`config.mk`:
```
export PLATFORM = sky130hd
export DESIGN_NAME = uart_tx_sched
export DESIGN_NICKNAME = d
export VERILOG_FILES = /design/src/rtl/uart_tx_sched_pkg.sv /design/src/rtl/sync_fifo.sv /design/src/rtl/uart_tx_sched.sv
export SDC_FILE = /design/constraint.sdc
export NUM_CORES = 1
export LEC_CHECK = 0
export ABC_AREA = 1
export CELL_PAD_IN_SITES_DETAIL_PLACEMENT = 2
export CELL_PAD_IN_SITES_GLOBAL_PLACEMENT = 2
export CORE_ASPECT_RATIO = 1.2
export CORE_UTILIZATION = 30
export DETAILED_ROUTE_END_ITERATION = 10
export PLACE_DENSITY_LB_ADDON = 0.1
export SETUP_SLACK_MARGIN = 0.02
export SLEW_MARGIN = 15
export SYNTH_ARGS = -nofsm -noshare
export SYNTH_HDL_FRONTEND = slang
export SYNTH_SLANG_ARGS = --single-unit
```
`constraint.sdc`:
```
create_clock -name clk -period 2.1 [get_ports clk]
set_input_delay 0.42 -clock clk [delete_from_list [all_inputs] [get_ports clk]]
set_output_delay 0.42 -clock clk [all_outputs]
set_load 0.005 [all_outputs]
```
`src/rtl/uart_tx_sched_pkg.sv`:
```
// Shared types for the UART transmit scheduler.
package uart_tx_sched_pkg;

  typedef enum logic [1:0] {
    ST_IDLE,
    ST_SEND,
    ST_DRAIN,
    ST_CFG
  } state_t;

  localparam int unsigned GUARD_CNT_W = 4;
  localparam int unsigned CYC_CNT_W   = 33;

endpackage

```
`src/rtl/sync_fifo.sv`:
```
// Circular FIFO with simultaneous push/pop, plus a look-ahead port exposing the entry behind the head.
module sync_fifo #(
  parameter int unsigned WIDTH = 8,
  parameter int unsigned DEPTH = 8
) (
  input  logic                     clk,
  input  logic                     rst_n,
  input  logic                     push_i,
  input  logic [WIDTH-1:0]         wdata_i,
  input  logic                     pop_i,
  output logic [WIDTH-1:0]         head_o,
  output logic [WIDTH-1:0]         peek_o,
  output logic                     full_o,
  output logic                     empty_o,
  output logic [$clog2(DEPTH):0]   level_o
);

  localparam int unsigned PW    = $clog2(DEPTH);
  localparam int unsigned LVL_W = PW + 1;

  logic [WIDTH-1:0] mem_q [DEPTH];
  logic [PW-1:0]    wr_ptr_q;
  logic [PW-1:0]    rd_ptr_q;
  logic [LVL_W-1:0] level_q;
  logic             do_push;
  logic             do_pop;

  assign empty_o = (level_q == '0);
  assign full_o  = (level_q == LVL_W'(DEPTH));
  assign do_pop  = pop_i && !empty_o;
  // A pop in the same cycle frees the slot, so a full FIFO can still take a push.
  assign do_push = push_i && (!full_o || do_pop);

  assign head_o  = mem_q[rd_ptr_q];
  assign peek_o  = mem_q[rd_ptr_q + PW'(1)];
  assign level_o = level_q;

  always_ff @(posedge clk) begin
    if (do_push) mem_q[wr_ptr_q] <= wdata_i;
  end

  always_ff @(posedge clk or negedge rst_n) begin
    if (!rst_n) begin
      wr_ptr_q <= '0;
      rd_ptr_q <= '0;
      level_q  <= '0;
    end else begin
      if (do_push) wr_ptr_q <= wr_ptr_q + PW'(1);
      if (do_pop)  rd_ptr_q <= rd_ptr_q + PW'(1);
      case ({do_push, do_pop})
        2'b10:   level_q <= level_q + LVL_W'(1);
        2'b01:   level_q <= level_q - LVL_W'(1);
        default: level_q <= level_q;
      endcase
    end
  end

endmodule

```
`src/rtl/uart_tx_sched.sv`:
```
// Round-robin merge of two byte producers into a TX FIFO feeding the UART, with
// baud-divider changes deferred until the last byte has fully left the line.
module uart_tx_sched
  import uart_tx_sched_pkg::*;
#(
  parameter int unsigned CLKDIV     = 139,
  parameter int unsigned FIFO_DEPTH = 8,
  parameter int unsigned GUARD_BITS = 11
) (
  input  logic                          clk,
  input  logic                          resetn,
  input  logic                          c0_valid,
  input  logic [7:0]                    c0_data,
  output logic                          c0_ready,
  input  logic                          c1_valid,
  input  logic [7:0]                    c1_data,
  output logic                          c1_ready,
  input  logic                          div_req,
  input  logic [31:0]                   div_val,
  output logic                          div_ack,
  output logic [$clog2(FIFO_DEPTH):0]   fifo_level,
  output logic                          tx_idle,
  output logic                          reg_div_we,
  output logic [31:0]                   reg_div_di,
  output logic                          reg_dat_we,
  output logic [7:0]                    reg_dat_di,
  input  logic                          reg_dat_wait
);

  localparam int unsigned LVL_W = $clog2(FIFO_DEPTH) + 1;

  state_t                 state_q;
  logic                   last_grant_q;
  logic                   reg_dat_we_q;
  logic [7:0]             reg_dat_di_q;
  logic                   reg_div_we_q;
  logic [31:0]            reg_div_di_q;
  logic                   div_ack_q;
  logic [31:0]            shadow_div_q;
  logic [GUARD_CNT_W-1:0] bit_cnt_q;
  logic [CYC_CNT_W-1:0]   cyc_cnt_q;
  logic [CYC_CNT_W-1:0]   cyc_cnt_d;

  logic                   gnt0;
  logic                   gnt1;
  logic                   accept;
  logic                   can_push;
  logic                   fifo_push;
  logic [7:0]             push_data;
  logic [7:0]             fifo_head;
  logic [7:0]             fifo_peek;
  logic                   fifo_full;
  logic                   fifo_empty;
  logic [LVL_W-1:0]       fifo_lvl;
  logic                   guard_expired;
  logic                   more_after_pop;
  logic [7:0]             next_head;

  assign accept   = reg_dat_we_q && !reg_dat_wait;
  assign can_push = !fifo_full || accept;

  always_comb begin
    gnt0 = 1'b0;
    gnt1 = 1'b0;
    if (can_push) begin
      if (c0_valid && c1_valid) begin
        gnt0 = last_grant_q;
        gnt1 = !last_grant_q;
      end else begin
        gnt0 = c0_valid;
        gnt1 = c1_valid;
      end
    end
  end

  assign fifo_push = gnt0 || gnt1;
  assign push_data = gnt1 ? c1_data : c0_data;

  always_ff @(posedge clk or negedge resetn) begin
    if (!resetn)           last_grant_q <= 1'b1;
    else if (gnt0)         last_grant_q <= 1'b0;
    else if (gnt1)         last_grant_q <= 1'b1;
  end

  sync_fifo #(
    .WIDTH (8),
    .DEPTH (FIFO_DEPTH)
  ) u_fifo (
    .clk     (clk),
    .rst_n   (resetn),
    .push_i  (fifo_push),
    .wdata_i (push_data),
    .pop_i   (accept),
    .head_o  (fifo_head),
    .peek_o  (fifo_peek),
    .full_o  (fifo_full),
    .empty_o (fifo_empty),
    .level_o (fifo_lvl)
  );

  // The head after a pop is the second entry, or the byte being pushed right now if only one remained.
  assign more_after_pop = (fifo_lvl > LVL_W'(1)) || fifo_push;
  assign next_head      = (fifo_lvl > LVL_W'(1)) ? fifo_peek : push_data;

  // One bit period is shadow_div+2 cycles: reload value shadow_div+1 counted down through 0.
  assign cyc_cnt_d     = {1'b0, shadow_div_q} + CYC_CNT_W'(1);
  assign guard_expired = (bit_cnt_q == '0);

  always_ff @(posedge clk or negedge resetn) begin
    if (!resetn) begin
      bit_cnt_q <= '0;
      cyc_cnt_q <= '0;
    end else if (accept) begin
      bit_cnt_q <= GUARD_CNT_W'(GUARD_BITS);
      cyc_cnt_q <= cyc_cnt_d;
    end else if (!guard_expired) begin
      if (cyc_cnt_q == '0) begin
        bit_cnt_q <= bit_cnt_q - GUARD_CNT_W'(1);
        cyc_cnt_q <= cyc_cnt_d;
      end else begin
        cyc_cnt_q <= cyc_cnt_q - CYC_CNT_W'(1);
      end
    end
  end

  always_ff @(posedge clk or negedge resetn) begin
    if (!resetn) begin
      state_q      <= ST_IDLE;
      reg_dat_we_q <= 1'b0;
      reg_dat_di_q <= '0;
      reg_div_we_q <= 1'b0;
      reg_div_di_q <= '0;
      div_ack_q    <= 1'b0;
      shadow_div_q <= 32'(CLKDIV);
    end else begin
      reg_div_we_q <= 1'b0;
      reg_div_di_q <= '0;
      div_ack_q    <= 1'b0;
      case (state_q)
        ST_IDLE: begin
          if (div_req) begin
            state_q <= ST_DRAIN;
          end else if (!fifo_empty) begin
            state_q      <= ST_SEND;
            reg_dat_we_q <= 1'b1;
            reg_dat_di_q <= fifo_head;
          end
        end
        ST_SEND: begin
          if (accept) begin
            if (div_req) begin
              state_q      <= ST_DRAIN;
              reg_dat_we_q <= 1'b0;
            end else if (more_after_pop) begin
              reg_dat_di_q <= next_head;
            end else begin
              state_q      <= ST_IDLE;
              reg_dat_we_q <= 1'b0;
            end
          end
        end
        ST_DRAIN: begin
          if (guard_expired) begin
            state_q      <= ST_CFG;
            reg_div_we_q <= 1'b1;
            reg_div_di_q <= div_val;
            div_ack_q    <= 1'b1;
            shadow_div_q <= div_val;
          end
        end
        ST_CFG:  state_q <= ST_IDLE;
        default: state_q <= ST_IDLE;
      endcase
    end
  end

  div_req_held: assert property (@(posedge clk) disable iff (!resetn)
    (state_q == ST_DRAIN) |-> div_req);

  assign c0_ready   = gnt0;
  assign c1_ready   = gnt1;
  assign div_ack    = div_ack_q;
  assign fifo_level = fifo_lvl;
  assign tx_idle    = fifo_empty && guard_expired && (state_q == ST_IDLE);
  assign reg_div_we = reg_div_we_q;
  assign reg_div_di = reg_div_di_q;
  assign reg_dat_we = reg_dat_we_q;
  assign reg_dat_di = reg_dat_di_q;

endmodule

```
======== Word level (Yosys, flattened, before mapping) ========
Memories as Yosys holds them, arrays and structs flattened.
Index checks and enable logic that the tools add are counted.
storage, ports and cells
  bits in registers ....................... 124
  input bits .............................. 54
  output and inout port bits .............. 50
  RAM bits ................................ 64
  memories kept ........................... 1
  word-level logic and storage cells ...... 103
memories
  name          depth  bits a word  rd ports  clocked after memory_dff  write ports  line             RTL
  u_fifo.mem_q  8      8            2         0                         1            sync_fifo.sv:21  logic [WIDTH-1:0] mem_q [DEPTH];
operators by class
  equality and inequality tests ........... 15
  reductions and logical operators ........ 27
  magnitude comparators ................... 1
  add/subtract/negate cells ............... 7
  mux-type cells .......................... 40
operators with widths
  cell                   count
  $mux 33                3
  $mux 32                2
  $mux 8                 7
  $add 32x1->33 const B  1
  $logic_not 33->1       1
  $sub 33x1->33 const B  1
  $pmux 8 s2             1
  $mux 1                 15
  $ne 2x2->1 const B     7
  $mux 2                 6
  $mux 4                 3
  $logic_not 4->1        2
  $pmux 2 s4             1
  $pmux 4 s2             1
  $reduce_bool 2->1      4
  $sub 4x1->4 const B    2
  $add 3x1->3 const B    2
  $eq 2x2->1 const B     3
  $logic_and 1x1->1      6
  $ne 3x3->1 const B     2
  $reduce_and 6->1       1
  $reduce_and 5->1       1
  $add 4x1->4 const B    1
  $eq 2x1->1 const B     2
  8 further kinds        15

======== Depth between registers and ports, before layout ========
Gate-level depths: netlist of the first run.
  word-level depth ........................ 10
  gate-level depth with buffers ........... 13
  gate-level depth less buffers ........... 12

======== Cells and area by module ========
Synthesis of the first run repeated with hierarchy kept, for this count alone.
second synthesis, totals
  cell total of the unflattened synthesis .. 1324
  area total of the unflattened synthesis .. 10323.7 um^2
by module, submodules not included
  module         area an instance (um^2)  instances  cells each  sequential area each (um^2)
  uart_tx_sched  6596.3                   1          935         2859.0
  sync_fifo      3727.3                   1          389         2172.1

======== Worst setup path after synthesis of the first run ========
OpenSTA, ideal clock, no wires.
  kind .................................... register to register
  start point ............................. register u_fifo.level_q[0] (netlist: u_fifo.level_o[0])
  end point ............................... memory u_fifo.mem_q[4][0] (enable)
  cell stages (with the launch flop) ...... 7
  data arrival time ....................... 1.687 ns
  slack ................................... 0.042 ns
  path buffers ............................ 0
  required time ........................... 1.730 ns
  cell sequence ........................... dfrtp_1 > inv_1 > ha_1 > nand4_1 > o31ai_2 > or2_2 > nor2_1
on the way
  word-level cells in the longest chain between the ends .. 8
  elaborated cells between the ends (all ways) .. 13
ends and longest elaborated chain
  item                            line                                  RTL
  from (decl)                     sync_fifo.sv:24                       logic [LVL_W-1:0] level_q;
  from (signal assigned)          sync_fifo.sv:51                       2'b10: level_q <= level_q + LVL_W'(1);
  from (signal assigned)          sync_fifo.sv:52                       2'b01: level_q <= level_q - LVL_W'(1);
  from (signal assigned)          sync_fifo.sv:53                       default: level_q <= level_q;
  $eq 4x4->1                      sync_fifo.sv:29                       assign full_o = (level_q == LVL_W'(DEPTH));
  $logic_not 1->1                 sync_fifo.sv:32, uart_tx_sched.sv:60
  $logic_or 1x1->1                uart_tx_sched.sv:60                   assign can_push = !fifo_full || accept;
  $mux 1                          uart_tx_sched.sv:65                   if (can_push) begin
  $logic_or 1x1->1                uart_tx_sched.sv:76                   assign fifo_push = gnt0 || gnt1;
  $logic_and 1x1->1 *             sync_fifo.sv:32                       assign do_push = push_i && (!full_o || do_pop);
  $mux 1 *                        sync_fifo.sv:39                       if (do_push) mem_q[wr_ptr_q] <= wdata_i;
  $mux 1 (implied by the code) *  sync_fifo.sv:39
  to (decl)                       sync_fifo.sv:21
Every way passes the cells marked *; elsewhere a longest branch is shown, timed or not.

======== Worst setup path in the final report of the first run ========
  start point ............................. register u_fifo.level_q[0] (netlist: u_fifo.level_o[0])
  end point ............................... output port c0_ready
on the way
  word-level cells in the longest chain between the ends .. 4
ends and longest elaborated chain
  item              line                 RTL
  $eq 4x4->1        sync_fifo.sv:29
  $logic_not 1->1   uart_tx_sched.sv:60
  $logic_or 1x1->1  uart_tx_sched.sv:60
  $mux 1            uart_tx_sched.sv:65
  to (decl)         uart_tx_sched.sv:14  output logic c0_ready,
No other way between the ends.

==> results.json, run 1 <==
{
  "avgViaCountPerCell": 4.954,
  "yosysSeqAreaShare_pct": 48.25,
  "critPathLaunchType": "flop",
  "die_width_um": 172.2,
  "hp-start": "div_val[31]",
  "cp_slowest_cell": "dfrtp_1",
  "p_clk_share_pct": 32.5,
  "ir_drop_v": 0.0004573,
  "failed_checks": "setup timing",
  "cts_root_buf": "clkbuf_16",
  "cts_buffer_depth": 2,
  "grt-ovfl-total": 0,
  "synth-warning-count": 0,
  "setup_slack_ns": -0.06900,
  "worst_slew_pin_slew_ns": 0.4556,
  "synth_cells": 1363,
  "drt_iter0_drc": 385,
  "rsz0062_at_grt": "yes",
  "wl_per_cell_um": 19.98,
  "cp.required_ns": 1.68,
  "cp.arrival_ns": 1.75,
  "grt_pass1_wl_um": 61820,
  "cts_sinks": 188,
  "period_needed_ns": 2.169,
  "avgSynthCellArea_sq_um": 7.649,
  "crit_fanout": 2,
  "power_switching_mw": 3.285,
  "htreeDepth": 4,
  "clk_latency_ns": 0.45,
  "grt_start_max_net_pins": 65,
  "rr_endpoint": "u_fifo.level_o[2]",
  "num_rows": 74,
  "status": "complete, but fails checks",
  "final_cell_mix": "nand2_1 (371), nor2_1 (186), inv_1 (139)",
  "fin_crit_sh_pct": 103.3,
  "antenna_found_initial": 0,
  "ff2ff_setup_slack_ns": -0.05,
  "dp_hpwl_um": 30240,
  "setup_tns_ns": -0.1933,
  "vias": 10110,
  "port_buffers": 103,
  "cp_num_cells": 8,
  "diodes": 0,
  "synth-edff-count": 64,
  "syn_nets": 1427,
  "p_int_mw": 6.848,
  "finClkSkew_ns": 0.01698,
  "worstHoldPathType": "primary input to flop",
  "cts_tree": "done",
  "crit_buf_inv": 5,
  "wl_um": 40770,
  "finalNetCount": 1635,
  "worstPathCellList": "inv_2 > ha_4 > nand4_1 > buf_6 > buf_6 > o211ai_1 > inv_1 > buf_2",
  "clk_pin_slew_ns": 0.09,
  "antenna_left": 0,
  "reg2reg_depth": 14,
  "drv_cap": 0,
  "pwr-share-seq_pct": 44.1,
  "syn_area_sq_um": 10430,
  "finalHoldViolations": 0,
  "final_common_cell": "nand2_1",
  "setup_viol": 4,
  "total_power_mw": 10.13,
  "worstHoldEndpoint": "reg_div_di[31]",
  "power.share.combinational_pct": 23.3,
  "worstReg2RegStart": "u_fifo.level_o[0]",
  "start_util_pct": 30.52,
  "io_pins": 104,
  "grt_pass1_vias": 11270,
  "leakage_nw": 6.547,
  "synth_flop_cell": "dfrtp_1",
  "crit_type": "flop to primary output",
  "synth-seq-cells": 188,
  "die_y_um": 206.2,
  "async_reset_ff_share_pct": 65.96,
  "cpMostUsedCell": "buf_6",
  "path_delay_family": "buffers and inverters",
  "synth.distinct_cells": 39,
  "fp.coreArea_sq_um": 34170,
  "min_path_cells": 3,
  "die-area_sq_um": 35510,
  "slew_viol_final": 0,
  "dr.pass1.iters": 4,
  "layout-drive-gt1-share_pct": 14.90,
  "syn2layout_area_growth_pct": 31.71,
  "cp-end-kind": "primary output",
  "p_sw_share_pct": 32.42,
  "cts_made_buffers": 17,
  "place_congestion": 0.8303,
  "drc": 0,
  "maxSlewHeadroom_pct": 69.62,
  "slowest_delay_ns": 0.40,
  "track_usage_pct": 23.42,
  "timing.fmax_mhz": 461.0,
  "powerDensity_nw_per_um2": 737.9
}
area by class of cell:
class | instances | area, sq um
Clock buffer | 18 | 429.2
Clock inverter | 14 | 156.4
Fill cell | 3910 | 20430
Inverter | 151 | 579.3
Multi-Input combinational cell | 980 | 4801
Sequential cell | 188 | 5031
Tap cell | 456 | 570.5
Timing Repair Buffer | 233 | 2165
how the worst max path moves through the flow:
stage                         endpoint         startpoint  slack [ns]
floorplan           u_fifo.mem_q[4][0]  u_fifo.level_o[0]        0.04
global placement    u_fifo.mem_q[7][3]       reg_dat_wait       -0.27
detailed placement  u_fifo.mem_q[7][3]       reg_dat_wait       -0.34
CTS                            tx_idle  u_fifo.level_o[1]       -0.05
global route         u_fifo.level_o[2]  u_fifo.level_o[0]       -0.18
finish                        c0_ready  u_fifo.level_o[0]       -0.07
worst register-to-register path, cell delays in order, from the launching register on:
cell     delay (ns)
dfrtp_1        0.38
inv_2          0.06
ha_4           0.17
buf_6          0.12
nand2_2        0.09
nor2_4         0.05
buf_4          0.13
buf_4          0.14
nor2_4         0.13
ha_4           0.19
nor2_2         0.04
nor2_1         0.15
o21ai_1        0.14
xor2_1         0.18
inv_1          0.06
metrics by stage:
| stage | instance area (sq um) | instances | hold slack (ns) | util, % | setup WS [ns] |
|---|---|---|---|---|---|
| floorplan | 10430 | 1363 | 0.1244 | - | 0.04230 |
| global placement | 12780 | 1993 | 0.3756 | 37.42 | -0.2676 |
| detailed placement | 12780 | 1993 | 0.3759 | 37.42 | -0.3373 |
| CTS | 13500 | 2036 | 0.4695 | 39.53 | -0.04526 |
| global route | 13730 | 2040 | 0.4945 | 40.19 | -0.1791 |
| finish | 13730 | 2040 | 0.4864 | 40.19 | -0.06900 |
kinds of logic after synthesis:
logic type	synth area share, %
adder cells (fa/ha/maj)	1.200
buffers and inverters	7.524
flip-flops	48.25
XOR/XNOR	3.036
AND/OR/NAND/NOR	30.78
AO/OA/AOI/OAI	9.204
state kept, by name, summed over array words and instances, names as in the netlist:
| name | count |
|---|---|
| reg_div_di | 32 |
| last_grant_q | 1 |
| cyc_cnt_q | 33 |
| shadow_div_q | 32 |
| state_q | 2 |
| bit_cnt_q | 4 |
| reg_dat_we | 1 |
| u_fifo.mem_q | 64 |
| u_fifo.rd_ptr_q | 3 |
| u_fifo.wr_ptr_q | 3 |
| u_fifo.level_o | 4 |
| reg_dat_di | 8 |
| div_ack | 1 |
power groups by stage:
stage	clock [mW]	combinational [mW]	sequential [mW]
after floorplan	0	0.850	4.49
after global placement	0	1.92	4.51
after detailed placement	0	2.00	4.53
after CTS	3.40	2.22	4.46
after global routing	3.51	2.54	4.51
final	3.30	2.36	4.47
cell usage after synthesis, drive strengths merged (5+ instances only):
library cell / instances / area share, %
nand2: 380 / 14
ha: 10 / 1.2
nor2: 217 / 8.2
xor2: 25 / 2.1
dfrtp: 119 / 29
o21bai: 22 / 1.6
inv: 148 / 5.3
nand4: 18 / 1.1
dfstp: 5 / 1.3
nand3b: 8 / 0.58
edfxtp: 64 / 18
buf: 20 / 1.2
a21oi: 31 / 1.6
o211ai: 9 / 0.65
nor3: 5 / 0.24
xnor2: 9 / 0.94
nand3: 124 / 6.0
and2: 8 / 0.48
o21ai: 108 / 5.2
clkbuf: 25 / 0.90
layer usage:
metal	part of all wire (%)	routed length [um]	GRT usage, %
met1	37	15140	23.57
met5	0	0	0
met3	1.9	788	2.872
met2	57	23210	47.13
met4	4.0	1632	10.05
repair_timing:
item,in CTS,in global routing
resized for setup,31,48
endpoints found under the hold margin,30,0
pin swaps,8,12
setup endpoints to repair,51,106
buffers inserted,10,6
gates cloned,0,1
hold buffers,1,0
Power figures use the tool's default switching activity.
==> run 2: changes to the inputs <==
GPL_ROUTABILITY_DRIVEN = 0   (was unset)
SKIP_CTS_REPAIR_TIMING = 1   (was unset)
==> run 2 against run 1 <==
  * The flow still finishes with violations (setup timing)
  * Register-to-register slack improved by 0.08 ns
  * Clock power about the same
  * Setup slack gained 0.0077 ns
  * Non-clock buffer count decreased by 3
  * Sequential share of layout area up 0.42 points
==> results.json, run 2 (synthesized netlist as in run 1, its figures left out) <==
{
  "status": "complete, but fails checks",
  "failed_checks": "setup timing",
  "ir_drop_v": 0.0004582,
  "die_width_um": 172.2,
  "start_util_pct": 30.52,
  "drt_iter0_drc": 337,
  "final_common_cell": "nand2_1",
  "track_usage_pct": 23.21,
  "total_power_mw": 9.972,
  "finalHoldViolations": 0,
  "layout-drive-gt1-share_pct": 13.99,
  "num_rows": 74,
  "dr_wl_met2_um": 22600,
  "io_pins": 104,
  "worstHoldEndpoint": "reg_div_di[31]",
  "clk_latency_ns": 0.45,
  "drv_cap": 0,
  "drc": 0,
  "finClkSkew_ns": 0.01718,
  "regMostFlops": "u_fifo.mem_q",
  "setup_viol": 2,
  "worst_slew_pin_slew_ns": 0.4608,
  "reg.largest.list": "u_fifo.mem_q (64), cyc_cnt_q (33)",
  "die-area_sq_um": 35510,
  "antenna_found_initial": 0,
  "worstHoldPathType": "primary input to flop",
  "final_cell_mix": "nand2_1 (374), nor2_1 (189), inv_1 (140)",
  "cts_sinks": 188,
  "crit_fanout": 4,
  "period_needed_ns": 2.161,
  "slew_viol_final": 0,
  "worstReg2RegStart": "u_fifo.level_o[0]",
  "dr.pass1.iters": 4,
  "pre_cts_slack_ns": -0.3373,
  "wl_per_cell_um": 19.57,
  "cts_root_buf": "clkbuf_16",
  "wl_met1_um": 15090,
  "antenna_left": 0,
  "diodes": 0,
  "vias": 10080,
  "grt_pass1_vias": 11250,
  "grt_start_max_net_pins": 65,
  "powerDensity_nw_per_um2": 734.5,
  "avgViaCountPerCell": 4.949,
  "routed-wl-met3_um": 634,
  "cp.arrival_ns": 1.74,
  "cts_tree": "done",
  "cts_buffer_depth": 2,
  "min_path_cells": 3,
  "cts_made_buffers": 17,
  "die_y_um": 206.2,
  "seqCellArea_sq_um": 5031,
  "reg2reg_depth": 12,
  "finalNetCount": 1631,
  "dp_hpwl_um": 30240,
  "cp.required_ns": 1.68,
  "clk_pin_slew_ns": 0.09,
  "htreeDepth": 4,
  "wl_um": 39840,
  "cp-end-kind": "primary output",
  "port_buffers": 103,
  "setup_slack_ns": -0.06133,
  "ff2ff_setup_slack_ns": 0.03,
  "grt_pass1_wl_um": 61340,
  "rsz0062_at_grt": "yes",
  "rr_endpoint": "u_fifo.level_o[2]",
  "leakage_nw": 6.504,
  "fp.coreArea_sq_um": 34170,
  "timing.fmax_mhz": 462.7,
  "critPathLaunchType": "flop",
  "syn2layout_area_growth_pct": 30.22,
  "highest_layer": "met4",
  "fin_crit_sh_pct": 102.9,
  "largest_register_ffs": 64,
  "maxSlewHeadroom_pct": 69.28,
  "hp-start": "div_val[31]",
  "grt-ovfl-total": 0,
  "crit_type": "flop to primary output",
  "multiInputGateArea_sq_um": 4716,
  "nFillCells": 3925
}
[run 2: layout make-up]
cell class | instances | area share [%]
clock buffer | 18 | 3.161
timing repair buffer | 230 | 15.50
clock inverter | 14 | 1.152
multi-input combinational | 979 | 34.73
sequential | 188 | 37.06
tap | 456 | 4.202
inverter | 151 | 4.193
[run 2: critical path: stages, from the launching register on]
cell and delay, ns:
dfrtp_1 0.40, inv_2 0.08, ha_4 0.16, nand4_1 0.14, buf_6 0.17, buf_6 0.10, o211ai_1 0.07, inv_1 0.06
clkbuf_2 0.11
[run 2: worst max-delay path by stage]
stage / slack [ns] / startpoint / endpoint / cells after the start
floorplan: 0.04 / u_fifo.level_o[0] / u_fifo.mem_q[4][0] / 6
global placement: -0.27 / reg_dat_wait / u_fifo.mem_q[7][3] / 8
detailed placement: -0.34 / reg_dat_wait / u_fifo.mem_q[7][3] / 8
CTS: -0.56 / u_fifo.level_o[1] / tx_idle / 7
global route: -0.15 / u_fifo.level_o[0] / c0_ready / 8
finish: -0.06 / u_fifo.level_o[0] / c0_ready / 8
[run 2: report_power, final]
group          switching [mW]  internal (mW)  leakage, nW
Clock                    1.71           1.59        0.286
Combinational            1.29          0.915         4.26
Sequential              0.190           4.27         1.96
[run 2: routing by layer]
metal / vias to the layer above / global-route usage (%)
li1: 4771 / -
met4: 0 / 9.987
met3: 70 / 2.834
met5: - / 0
met1: 5093 / 23.33
met2: 143 / 46.73
[run 2: per-stage QoR]
stage | area [sq um] | TNS (ns) | util (%) | hold slack, ns | cells
2_1_floorplan | 10430 | 0 | - | 0.1244 | 1363
3_3_place_gp | 12780 | -20.35 | 37.42 | 0.3756 | 1993
3_5_place_dp | 12780 | -27.52 | 37.42 | 0.3759 | 1993
4_1_cts | 13370 | -3.775 | 39.13 | -0.1107 | 2025
5_1_grt | 13580 | -0.7428 | 39.74 | 0.4947 | 2036
6_report | 13580 | -0.09948 | 39.74 | 0.4821 | 2036
